==> src/rtl/see_rec_fifo.sv <==
// Synchronous error-record FIFO; a pop in the same cycle frees room for a push.
// DEPTH must be a power of two, at least 2.
module see_rec_fifo #(
    parameter int unsigned WIDTH = 8,
    parameter int unsigned DEPTH = 4
) (
    input  logic             clk,
    input  logic             rst_n,
    input  logic             push,
    input  logic [WIDTH-1:0] push_data,
    input  logic             pop,
    output logic [WIDTH-1:0] pop_data,
    output logic             empty,
    output logic             full
);

    localparam int unsigned AW = (DEPTH > 1) ? $clog2(DEPTH) : 1;

    logic [WIDTH-1:0] mem [DEPTH];
    logic [AW:0]      wr_ptr;
    logic [AW:0]      rd_ptr;
    logic             do_push;
    logic             do_pop;

    // Extra MSB distinguishes full from empty when the index bits match.
    assign empty    = (wr_ptr == rd_ptr);
    assign full     = (wr_ptr[AW] != rd_ptr[AW]) && (wr_ptr[AW-1:0] == rd_ptr[AW-1:0]);
    assign do_pop   = pop && !empty;
    assign do_push  = push && (!full || do_pop);
    assign pop_data = empty ? '0 : mem[rd_ptr[AW-1:0]];

    always_ff @(posedge clk or negedge rst_n) begin
        if (!rst_n) begin
            wr_ptr <= '0;
            rd_ptr <= '0;
        end else begin
            if (do_push) wr_ptr <= wr_ptr + (AW+1)'(1);
            if (do_pop)  rd_ptr <= rd_ptr + (AW+1)'(1);
        end
    end

    always_ff @(posedge clk) begin
        if (do_push) mem[wr_ptr[AW-1:0]] <= push_data;
    end

endmodule

==> config.mk <==
export PLATFORM = sky130hd
export DESIGN_NAME = see_rec_fifo
export DESIGN_NICKNAME = d
export VERILOG_FILES = /design/src/rtl/see_rec_fifo.sv
export SDC_FILE = /design/constraint.sdc
export NUM_CORES = 1
export LEC_CHECK = 0
export CORE_MARGIN = 3
export CORE_UTILIZATION = 57
export DETAILED_ROUTE_END_ITERATION = 6
export MAX_ROUTING_LAYER = met4
export PLACE_DENSITY = 0.82
export SETUP_SLACK_MARGIN = 0.1
export SYNTH_ARGS = -nofsm -noshare
export SYNTH_HDL_FRONTEND = slang
export SYNTH_SLANG_ARGS = --single-unit
==> constraint.sdc <==
create_clock -name clk -period 3.55 [get_ports clk]
set_input_delay 0.71 -clock clk [delete_from_list [all_inputs] [get_ports clk]]
set_output_delay 0.71 -clock clk [all_outputs]
set_load 0.1 [all_outputs]
==> results of run 1 <==
## per-layer routing
| metal | vias up | part of all wire (%) | track usage (%) |
|---|---|---|---|
| met3 | 7 | 4.4 | 6.48 |
| met1 | 408 | 44 | 23.6 |
| li1 | 382 | - | - |
| met2 | 21 | 49 | 27.6 |
| met5 | - | 0 | - |
| met4 | 0 | 2.3 | 6.65 |
## cell families after synthesis
family,after synthesis,synth area share [%]
mux,10,12.2
simple gates,15,6.11
xor+xnor,8,5.81
buf+inv,5,1.81
compound gates,4,3.25
flops,38,67.0
fa+ha+maj,5,3.77
## sequential cells by signal, indices dropped and copies added, names as in the netlist
| name | flops |
|---|---|
| mem | 32 |
| wr_ptr | 3 |
| rd_ptr | 3 |
## metrics by stage
step | hold slack, ns | setup WS [ns] | std cells | util [%]
5_1_grt | 0.576 | 0.370 | 142 | 75.8
4_1_cts | 0.550 | 0.514 | 142 | 75.8
3_3_place_gp | 0.520 | 0.943 | 134 | 71.7
2_1_floorplan | 0.414 | 0.262 | 85 | -
3_5_place_dp | 0.534 | 0.921 | 134 | 71.7
6_report | 0.542 | 0.606 | 142 | 75.8
## layout make-up
class	count	area [um^2]	share of cell area (%)
multi-input cells	42	528	26.7
flip-flops and latches	38	1110	56.1
clock buffers	5	37.5	1.90
inverters	3	11.3	0.569
repair buffers	21	185	9.36
clock inverters	3	68.8	3.48
well taps	30	37.5	1.90
## final timing paths
kind / cells past startpoint / from / to / slack, ns
max in group asynchronous: 1 / rst_n / rd_ptr[1]$_DFFE_PN0P_ / 2.73
max reg2reg: 3 / rd_ptr[0]$_DFFE_PN0P_ / mem[2][0]$_DFFE_PP_ / 1.25
max: 3 / rd_ptr[0]$_DFFE_PN0P_ / empty / 0.61
min: 1 / wr_ptr[2]$_DFFE_PN0P_ / wr_ptr[2]$_DFFE_PN0P_ / 0.54
min in group asynchronous: 1 / rst_n / wr_ptr[2]$_DFFE_PN0P_ / 0.60
min reg2reg: 1 / wr_ptr[2]$_DFFE_PN0P_ / wr_ptr[2]$_DFFE_PN0P_ / 0.54
## cell usage in the layout, fill, tap and decap left out, types with 2 or more instances in the layout
master / Yosys / routed
xnor2_1: 5 / 5
dfrtp_1: 6 / 6
mux2_1: 2 / 2
buf_4: 1 / 10
bufinv_16: 0 / 2
edfxtp_1: 32 / 32
o41ai_2: 2 / 2
clkbuf_4: 0 / 5
inv_1: 3 / 3
ha_1: 5 / 5
and3_1: 3 / 3
clkdlybuf4s50_1: 0 / 11
nor2b_1: 8 / 8
mux4_2: 8 / 8
## worst max-delay path, stage by stage, from the launching register on
cell and delay [ns]:
dfrtp_1 0.78, xor2_2 0.31, nor3_4 0.44, buf_4 0.37
==> impl_summary.txt, run 1 <==
----------------------------------------------------
[Cells and area]
  Layout Nets ... 128
  Count of fill cells added during filler insertion ... 154
  Area growth from synthesis to layout ... 19.4%
  Antenna diode instance count ... 0
  Proportion of layout cells with a drive suffix above 1 ... 30.4%
  Post-route cell area ... 1980 um^2

[Global routing]
  First-pass GRT wire length ... 4.39 mm
  Number of antenna violations at the first check in global routing ... 0
  Vias in the first global route ... 900
  Maximum number of pins on one net before global-route repair ... 14
  Global route overflow ... 0
  Overall global routing resource usage ... 18.6%

[Clock network]
  CTS tree ... done
  Number of buffers inserted by post-CTS setup repair ... 0
  # H-tree levels ... 2
  Root buffer cell ... clkbuf_4
  Insertion delay of the later-clocked pin in the worst-skew pair ... 0.34 ns
  Post-CTS sizing ... 0
  Count of hold-fix buffers inserted at cts ... 0
  Number of sinks driven by the clock tree ... 38
  CTS Buffer Depth ... 2
  Total clock buffers created by CTS ... 5
  Clock-pin slew on the worst setup and hold paths ... 0.11 ns

[Critical path]
  Setup CP Type ... flip-flop to output port
  Crit path arrival time ... 2.23 ns
  Endpoint type of the worst setup path ... output port
  Kind of start point of the critical path ... flip-flop
  Maximum net fanout on the critical path ... 11
  Data required time of the worst path ... 2.84 ns

[Yosys]
  Number of synthesized flops with an enable pin ... 32
  Synthesized net count ... 102
  Synth top area share ... 58.0%
  Share of synthesized flip-flops with an asynchronous set or reset ... 15.8%
  Combined area of all synthesized cells ... 1660 um^2
  Ys Warns ... 0
  Synth Instances ... 85
  Synth area leaders ... edfxtp_1 (58%), mux4_2 (11%), dfrtp_1 (9.1%), ha_1 (3.8%), nor2b_1 (3.0%)
  Cell types with the highest counts after synthesis ... edfxtp_1 (32), mux4_2 (8), nor2b_1 (8)
  Number of different library cells in the post-synthesis netlist ... 21
  Library cell occupying the most area in the post-synthesis netlist ... edfxtp_1
  #FFs+latches synth ... 38
  Commonest register cell after synthesis ... edfxtp_1
  Average instance area after synthesis ... 19.5 um^2
  Count leader, synth ... edfxtp_1
  Portion of the post-synthesis area used by sequential elements ... 67.0%

[STA]
  Final setup violation count ... 0
  Time the final worst path needs with I/O delays and setup ... 2.94 ns
  Headroom to the max-slew limit ... 56.5%
  Post-route clock skew ... 0.00799 ns
  Final number of max-transition violations ... 0
  Post-route setup TNS ... 0 ns
  Hold Vio Cnt, Final ... 0
  Share of the cycle needed by the critical path after routing ... 82.9%
  Worst Max-Slew Pin Slew ... 0.652 ns
  Achievable frequency ... 340 MHz
  Unrepaired setup endpoints after global routing ... false

[Placement]
  Final RePlAce weighted congestion ... 0.785
  Instance area after placement ... 1870 um^2
  Hpwl dp ... 1.76 mm
  Count of input and output buffers ... 21

[Detailed routing]
  Drc violations ... 0
  Number of vias per cell ... 5.76
  Via count ... 818
  WL/cell ... 18.4 um
  Router iterations before antenna repair ... 4
  Antenna Nets Post-Route ... 0
  Routed wire length ... 2.62 mm
  Number of DRC violations after detailed-routing iteration 0 ... 12

[Status]
  Run status ... finished clean

[Floorplanning]
  Floorplan core area ... 2610 um^2
  Top-level I/O count ... 22
  Die width ... 59.9 um
  Die ar. ... 3590 um^2
  Starting density of the core ... 63.5%
  Overall die height ... 59.9 um
  Floorplan row count ... 18

[Run]
  Reported max-cap violation count ... 0

[Min path]
  Path class of the lowest-slack min-delay path ... flip-flop to flip-flop

----------------------------------------------------
Power of run 1 is not shown: default switching activity piles up to over one toggle a cycle in this logic, so the estimate is an artifact.
==> run 2, diff against run 1 <==
--- a/config.mk
+++ b/config.mk
@@ -6,10 +6,10 @@
 export NUM_CORES = 1
 export LEC_CHECK = 0
 export CORE_MARGIN = 3
-export CORE_UTILIZATION = 57
+export CORE_UTILIZATION = 53
 export DETAILED_ROUTE_END_ITERATION = 6
 export MAX_ROUTING_LAYER = met4
-export PLACE_DENSITY = 0.82
+export PLACE_DENSITY = 0.77
 export SETUP_SLACK_MARGIN = 0.1
 export SYNTH_ARGS = -nofsm -noshare
 export SYNTH_HDL_FRONTEND = slang
==> constraint.sdc (replaced) <==
create_clock -name clk -period 3 [get_ports clk]
set_input_delay 0.6 -clock clk [delete_from_list [all_inputs] [get_ports clk]]
set_output_delay 0.6 -clock clk [all_outputs]
set_load 0.1 [all_outputs]
==> impl_summary.txt, run 2 (synthesis gave the netlist of run 1 again) <==
----------------------------------------------------
[STA]
  Post-route clock skew ... 0.00753 ns (-0.000457 ns)
  Unrepaired setup endpoints after global routing ... false
  Hold Vio Cnt, Final ... 0 (unchanged)
  Time the final worst path needs with I/O delays and setup ... 2.75 ns
  Setup slack of the critical path after layout ... 0.247 ns (-0.360 ns)
  Final number of max-transition violations ... 0 (unchanged)
  Achievable frequency ... 363 MHz
  Share of the cycle needed by the critical path after routing ... 91.8%
  Final setup violation count ... 0 (unchanged)
  Worst Max-Slew Pin Slew ... 0.613 ns (-0.0391 ns)
  Headroom to the max-slew limit ... 59.2% (+2.6 points)

[Cells and area]
  Most frequent cells in the layout ... edfxtp_1 (32), clkdlybuf4s50_1 (11), buf_12 (10)
  Largest register FFs ... 32 (unchanged)
  Proportion of layout cells with a drive suffix above 1 ... 29.2% (-1.2 points)
  Most common library cell in the layout ignoring fill and taps ... edfxtp_1
  Util after Layout ... 72.9% (-2.9 points)
  Layout Nets ... 129 (+0.78%)
  Antenna diode instance count ... 0 (unchanged)
  Area growth from synthesis to layout ... 26.4%

[Detailed routing]
  Via count ... 823 (+0.61%)
  Antenna Nets Post-Route ... 0 (unchanged)
  Drc violations ... 0 (unchanged)
  Routed wire length ... 2.71 mm (+3.4%)
  WL/cell ... 17.5 um (-5.3%)
  Number of vias per cell ... 5.31 (-7.8%)
  Router iterations before antenna repair ... 4 (unchanged)
  Number of DRC violations after detailed-routing iteration 0 ... 40 (+28)

[Global routing]
  Vias in the first global route ... 880 (-2.2%)
  First-pass GRT wire length ... 4.29 mm (-2.2%)
  Global route overflow ... 0 (unchanged)
  Global Route met2 Usage ... 26.9% (-0.72 points)
  Maximum number of pins on one net before global-route repair ... 12 (-2)
  Grt met1 use ... 21.1% (-2.6 points)
  Overall global routing resource usage ... 17.6% (-0.98 points)
  Layer carrying the most global-route usage ... met2
  Number of antenna violations at the first check in global routing ... 0 (unchanged)
  Met3 routing resource usage after global routing ... 6.82% (+0.34 points)

[Clock network]
  CTS Buffer Depth ... 2 (unchanged)
  Number of buffers inserted by post-CTS setup repair ... 0 (unchanged)
  # H-tree levels ... 2 (unchanged)
  Insertion delay of the later-clocked pin in the worst-skew pair ... 0.34 ns (about the same)
  CTS tree ... done
  Clock-pin slew on the worst setup and hold paths ... 0.11 ns (about the same)
  Root buffer cell ... clkbuf_4
  Post-CTS sizing ... 0 (unchanged)
  Number of sinks driven by the clock tree ... 38 (unchanged)
  Total clock buffers created by CTS ... 5 (unchanged)
  Count of hold-fix buffers inserted at cts ... 0 (unchanged)

[Critical path]
  Crit path arrival time ... 2.15 ns (-0.08 ns)
  Maximum net fanout on the critical path ... 11 (unchanged)
  Kind of start point of the critical path ... flip-flop
  Setup CP Type ... flip-flop to output port
  Data required time of the worst path ... 2.40 ns (-0.44 ns)
  Endpoint type of the worst setup path ... output port

[Placement]
  Hpwl dp ... 1.97 mm (+12%)
  Final RePlAce weighted congestion ... 0.712 (-9.4%)
  Count of input and output buffers ... 21 (unchanged)
  Place WS ... 0.619 ns (-0.302 ns)

[Floorplanning]
  Overall die height ... 61.9 um (+3.3%)
  Die width ... 61.9 um (+3.3%)
  Top-level I/O count ... 22 (unchanged)
  Floorplan row count ... 19 (+1)
  Die ar. ... 3840 um^2 (+6.8%)
  Floorplan core area ... 2880 um^2 (+10%)
  Starting density of the core ... 57.6% (-5.8 points)

[Run]
  Reported max-cap violation count ... 0 (unchanged)

[Min path]
  Path class of the lowest-slack min-delay path ... input port to async pin

[Status]
  Run status ... finished clean

----------------------------------------------------
run 2: changes by cell type in the layout (fill, tap and decap cells not counted):
cell       delta
bufinv_16     -1
buf_4         -9
buf_12       +10
clkinv_4      -1
clkbuf_1      +2
run 2: through the flow:
stage	TNS (ns)	instance area (um^2)	cells	hold slack, ns
after global routing	0	2100	155	0.489
after detailed placement	0	2020	147	0.532
final	0	2100	155	0.506
after global placement	0	2020	147	0.514
after floorplan	-1.42	1670	85	0.304
after CTS	0	2100	155	0.493
run 2: layer usage:
metal	wire length (um)	share of wire, %	up-vias
met4	40	1.5	0
li1	-	-	386
met5	0	0	-
met2	1350	50	23
met3	151	5.6	7
met1	1170	43	407
run 2: cell type report:
| cell class | instances | area [um^2] |
|---|---|---|
| clock inverters | 1 | 30.0 |
| inverters | 3 | 11.3 |
| fillers | 173 | 781 |
| repair buffers | 22 | 318 |
| flip-flops and latches | 38 | 1110 |
| multi-input cells | 42 | 528 |
| well taps | 42 | 52.6 |
| clock buffers | 7 | 45.0 |
run 2: worst max-delay path, stage by stage, from the launching register on:
cell,delay [ns]
dfrtp_1,0.75
xor2_4,0.22
nor3_4,0.47
nor2b_1,0.17
buf_12,0.20
run 2: path summary, 6_finish.rpt:
kind | startpoint | to | slack, ns | cells past startpoint
worst max-delay path | rd_ptr[1]$_DFFE_PN0P_ | pop_data[5] | 0.25 | 4
worst min-delay path | rst_n | wr_ptr[1]$_DFFE_PN0P_ | 0.51 | 1
worst max register to register | rd_ptr[1]$_DFFE_PN0P_ | mem[1][2]$_DFFE_PP_ | 0.85 | 3
worst min register to register | wr_ptr[2]$_DFFE_PN0P_ | wr_ptr[2]$_DFFE_PN0P_ | 0.54 | 1
max in group asynchronous | rst_n | rd_ptr[1]$_DFFE_PN0P_ | 2.26 | 1
min in group clk | wr_ptr[2]$_DFFE_PN0P_ | wr_ptr[2]$_DFFE_PN0P_ | 0.54 | 1
Power of run 2 is left out for the same reason.
==> run 3, diff against run 2 <==
--- a/config.mk
+++ b/config.mk
@@ -5,6 +5,7 @@
 export SDC_FILE = /design/constraint.sdc
 export NUM_CORES = 1
 export LEC_CHECK = 0
+export CORE_ASPECT_RATIO = 1.5
 export CORE_MARGIN = 3
 export CORE_UTILIZATION = 53
 export DETAILED_ROUTE_END_ITERATION = 6
==> impl_summary.txt, run 3 (synthesis gave the netlist of run 1 again) <==
----------------------------------------------------
[Status]
  Run status ... finished clean

[STA]
  Final setup violation count ... 0 (unchanged)
  Share of the cycle needed by the critical path after routing ... 88.9% (-2.8 points)
  Unrepaired setup endpoints after global routing ... false
  Hold Vio Cnt, Final ... 0 (unchanged)
  Achievable frequency ... 375 MHz (+3.2%)
  Final hold slack ... 0.539 ns (+0.0331 ns)
  Headroom to the max-slew limit ... 60.3% (+1.1 points)
  Post-route clock skew ... 0.00352 ns (-0.00401 ns)
  Final number of max-transition violations ... 0 (unchanged)
  Worst Max-Slew Pin Slew ... 0.596 ns (-0.0166 ns)
  Time the final worst path needs with I/O delays and setup ... 2.67 ns (-0.0848 ns)

[Clock network]
  Count of hold-fix buffers inserted at cts ... 0 (unchanged)
  Number of buffers inserted by post-CTS setup repair ... 0 (unchanged)
  Post-CTS sizing ... 0 (unchanged)
  Number of sinks driven by the clock tree ... 38 (unchanged)
  CTS Buffer Depth ... 2 (unchanged)
  Root buffer cell ... clkbuf_8
  CTS tree ... done
  Insertion delay of the later-clocked pin in the worst-skew pair ... 0.28 ns (-0.06 ns)
  Total clock buffers created by CTS ... 5 (unchanged)
  # H-tree levels ... 2 (unchanged)
  Clock-pin slew on the worst setup and hold paths ... 0.06 ns (-0.05 ns)

[Critical path]
  Setup CP Type ... flip-flop to output port
  Kind of start point of the critical path ... flip-flop
  Maximum net fanout on the critical path ... 11 (unchanged)
  Data required time of the worst path ... 2.40 ns (about the same)
  Endpoint type of the worst setup path ... output port
  Crit path arrival time ... 2.07 ns (-0.08 ns)

[Global routing]
  Number of antenna violations at the first check in global routing ... 0 (unchanged)
  First-pass GRT wire length ... 4.46 mm (+4.0%)
  Vias in the first global route ... 854 (-3.0%)
  Maximum number of pins on one net before global-route repair ... 13 (+1)
  Overall global routing resource usage ... 17.1% (-0.46 points)
  Global route overflow ... 0 (unchanged)

[Detailed routing]
  Drc violations ... 0 (unchanged)
  WL/cell ... 17.8 um (+1.9%)
  Via count ... 804 (-2.3%)
  Number of vias per cell ... 5.29 (-0.38%)
  Routed wire length ... 2.71 mm (about the same)
  Antenna Nets Post-Route ... 0 (unchanged)
  Router iterations before antenna repair ... 2 (-2)
  Number of DRC violations after detailed-routing iteration 0 ... 21 (-48%)

[Floorplanning]
  Floorplan row count ... 24 (+5)
  Starting density of the core ... 56.3% (-1.3 points)
  Overall die height ... 74.5 um (+20%)
  Die width ... 51.7 um (-17%)
  Die ar. ... 3850 um^2 (+0.36%)
  Floorplan core area ... 2940 um^2 (+2.3%)
  Top-level I/O count ... 22 (unchanged)

[Cells and area]
  Count of fill cells added during filler insertion ... 208 (+20%)
  Largest register FFs ... 32 (unchanged)
  Proportion of layout cells with a drive suffix above 1 ... 30.1% (+0.88 points)
  Area growth from synthesis to layout ... 29.7%
  Layout Nets ... 129 (unchanged)
  Most frequent cells in the layout ... edfxtp_1 (32), clkdlybuf4s50_1 (11), buf_12 (10)
  Most common library cell in the layout ignoring fill and taps ... edfxtp_1
  Antenna diode instance count ... 0 (unchanged)
  Area of combinational cells with multiple inputs ... 528 um^2 (unchanged)
  Util after Layout ... 73.0% (+0.19 points)
  Register Area ... 1110 um^2 (unchanged)

[Min path]
  Path class of the lowest-slack min-delay path ... flip-flop to flip-flop

[Run]
  Reported max-cap violation count ... 0 (unchanged)

[Placement]
  Count of input and output buffers ... 21 (unchanged)
  Final RePlAce weighted congestion ... 0.706 (-0.83%)
  Hpwl dp ... 1.96 mm (-0.81%)

----------------------------------------------------
## run 3: worst max-delay path: stages (launching register included)
cell and delay [ns]:
dfrtp_1 0.72, xor2_4 0.22, nor3_4 0.48, nor2b_1 0.16, buf_12 0.20
## run 3: metrics by stage
| stage | area, um^2 | setup WS, ns | cells | setup TNS, ns |
|---|---|---|---|---|
| 6_report | 2150 | 0.332 | 152 | 0 |
| 4_1_cts | 2150 | 0.286 | 152 | 0 |
| 3_3_place_gp | 2020 | 0.633 | 144 | 0 |
| 2_1_floorplan | 1670 | -0.178 | 85 | -1.42 |
| 3_5_place_dp | 2020 | 0.610 | 144 | 0 |
| 5_1_grt | 2150 | 0.154 | 152 | 0 |
## run 3: layout make-up
cell class	instances	share of cell area [%]
clock buffers	5	3.20
well taps	39	2.27
repair buffers	22	14.8
inverters	3	0.524
flip-flops and latches	38	51.7
multi-input cells	42	24.6
clock inverters	3	2.97
## run 3: worst paths after layout
kind                                             from               endpoint  slack, ns  depth (start not counted)
max in group asynchronous                       rst_n  wr_ptr[2]$_DFFE_PN0P_       2.21                          1
min in group asynchronous                       rst_n  wr_ptr[0]$_DFFE_PN0P_       0.57                          1
worst max register to register  rd_ptr[1]$_DFFE_PN0P_    mem[0][1]$_DFFE_PP_       0.86                          3
worst max-delay path            rd_ptr[1]$_DFFE_PN0P_            pop_data[3]       0.33                          4
worst min-delay path            rd_ptr[2]$_DFFE_PN0P_  rd_ptr[2]$_DFFE_PN0P_       0.54                          1
worst min register to register  rd_ptr[2]$_DFFE_PN0P_  rd_ptr[2]$_DFFE_PN0P_       0.54                          1
## run 3: metal layers
layer | part of all wire, % | up-vias | global-route usage, %
met5 | 0 | - | -
met4 | 0.92 | 0 | 6.12
met3 | 3.1 | 5 | 3.81
met2 | 55 | 16 | 27.8
met1 | 41 | 400 | 21.2
li1 | - | 383 | -
Power of run 3 is left out for the same reason.
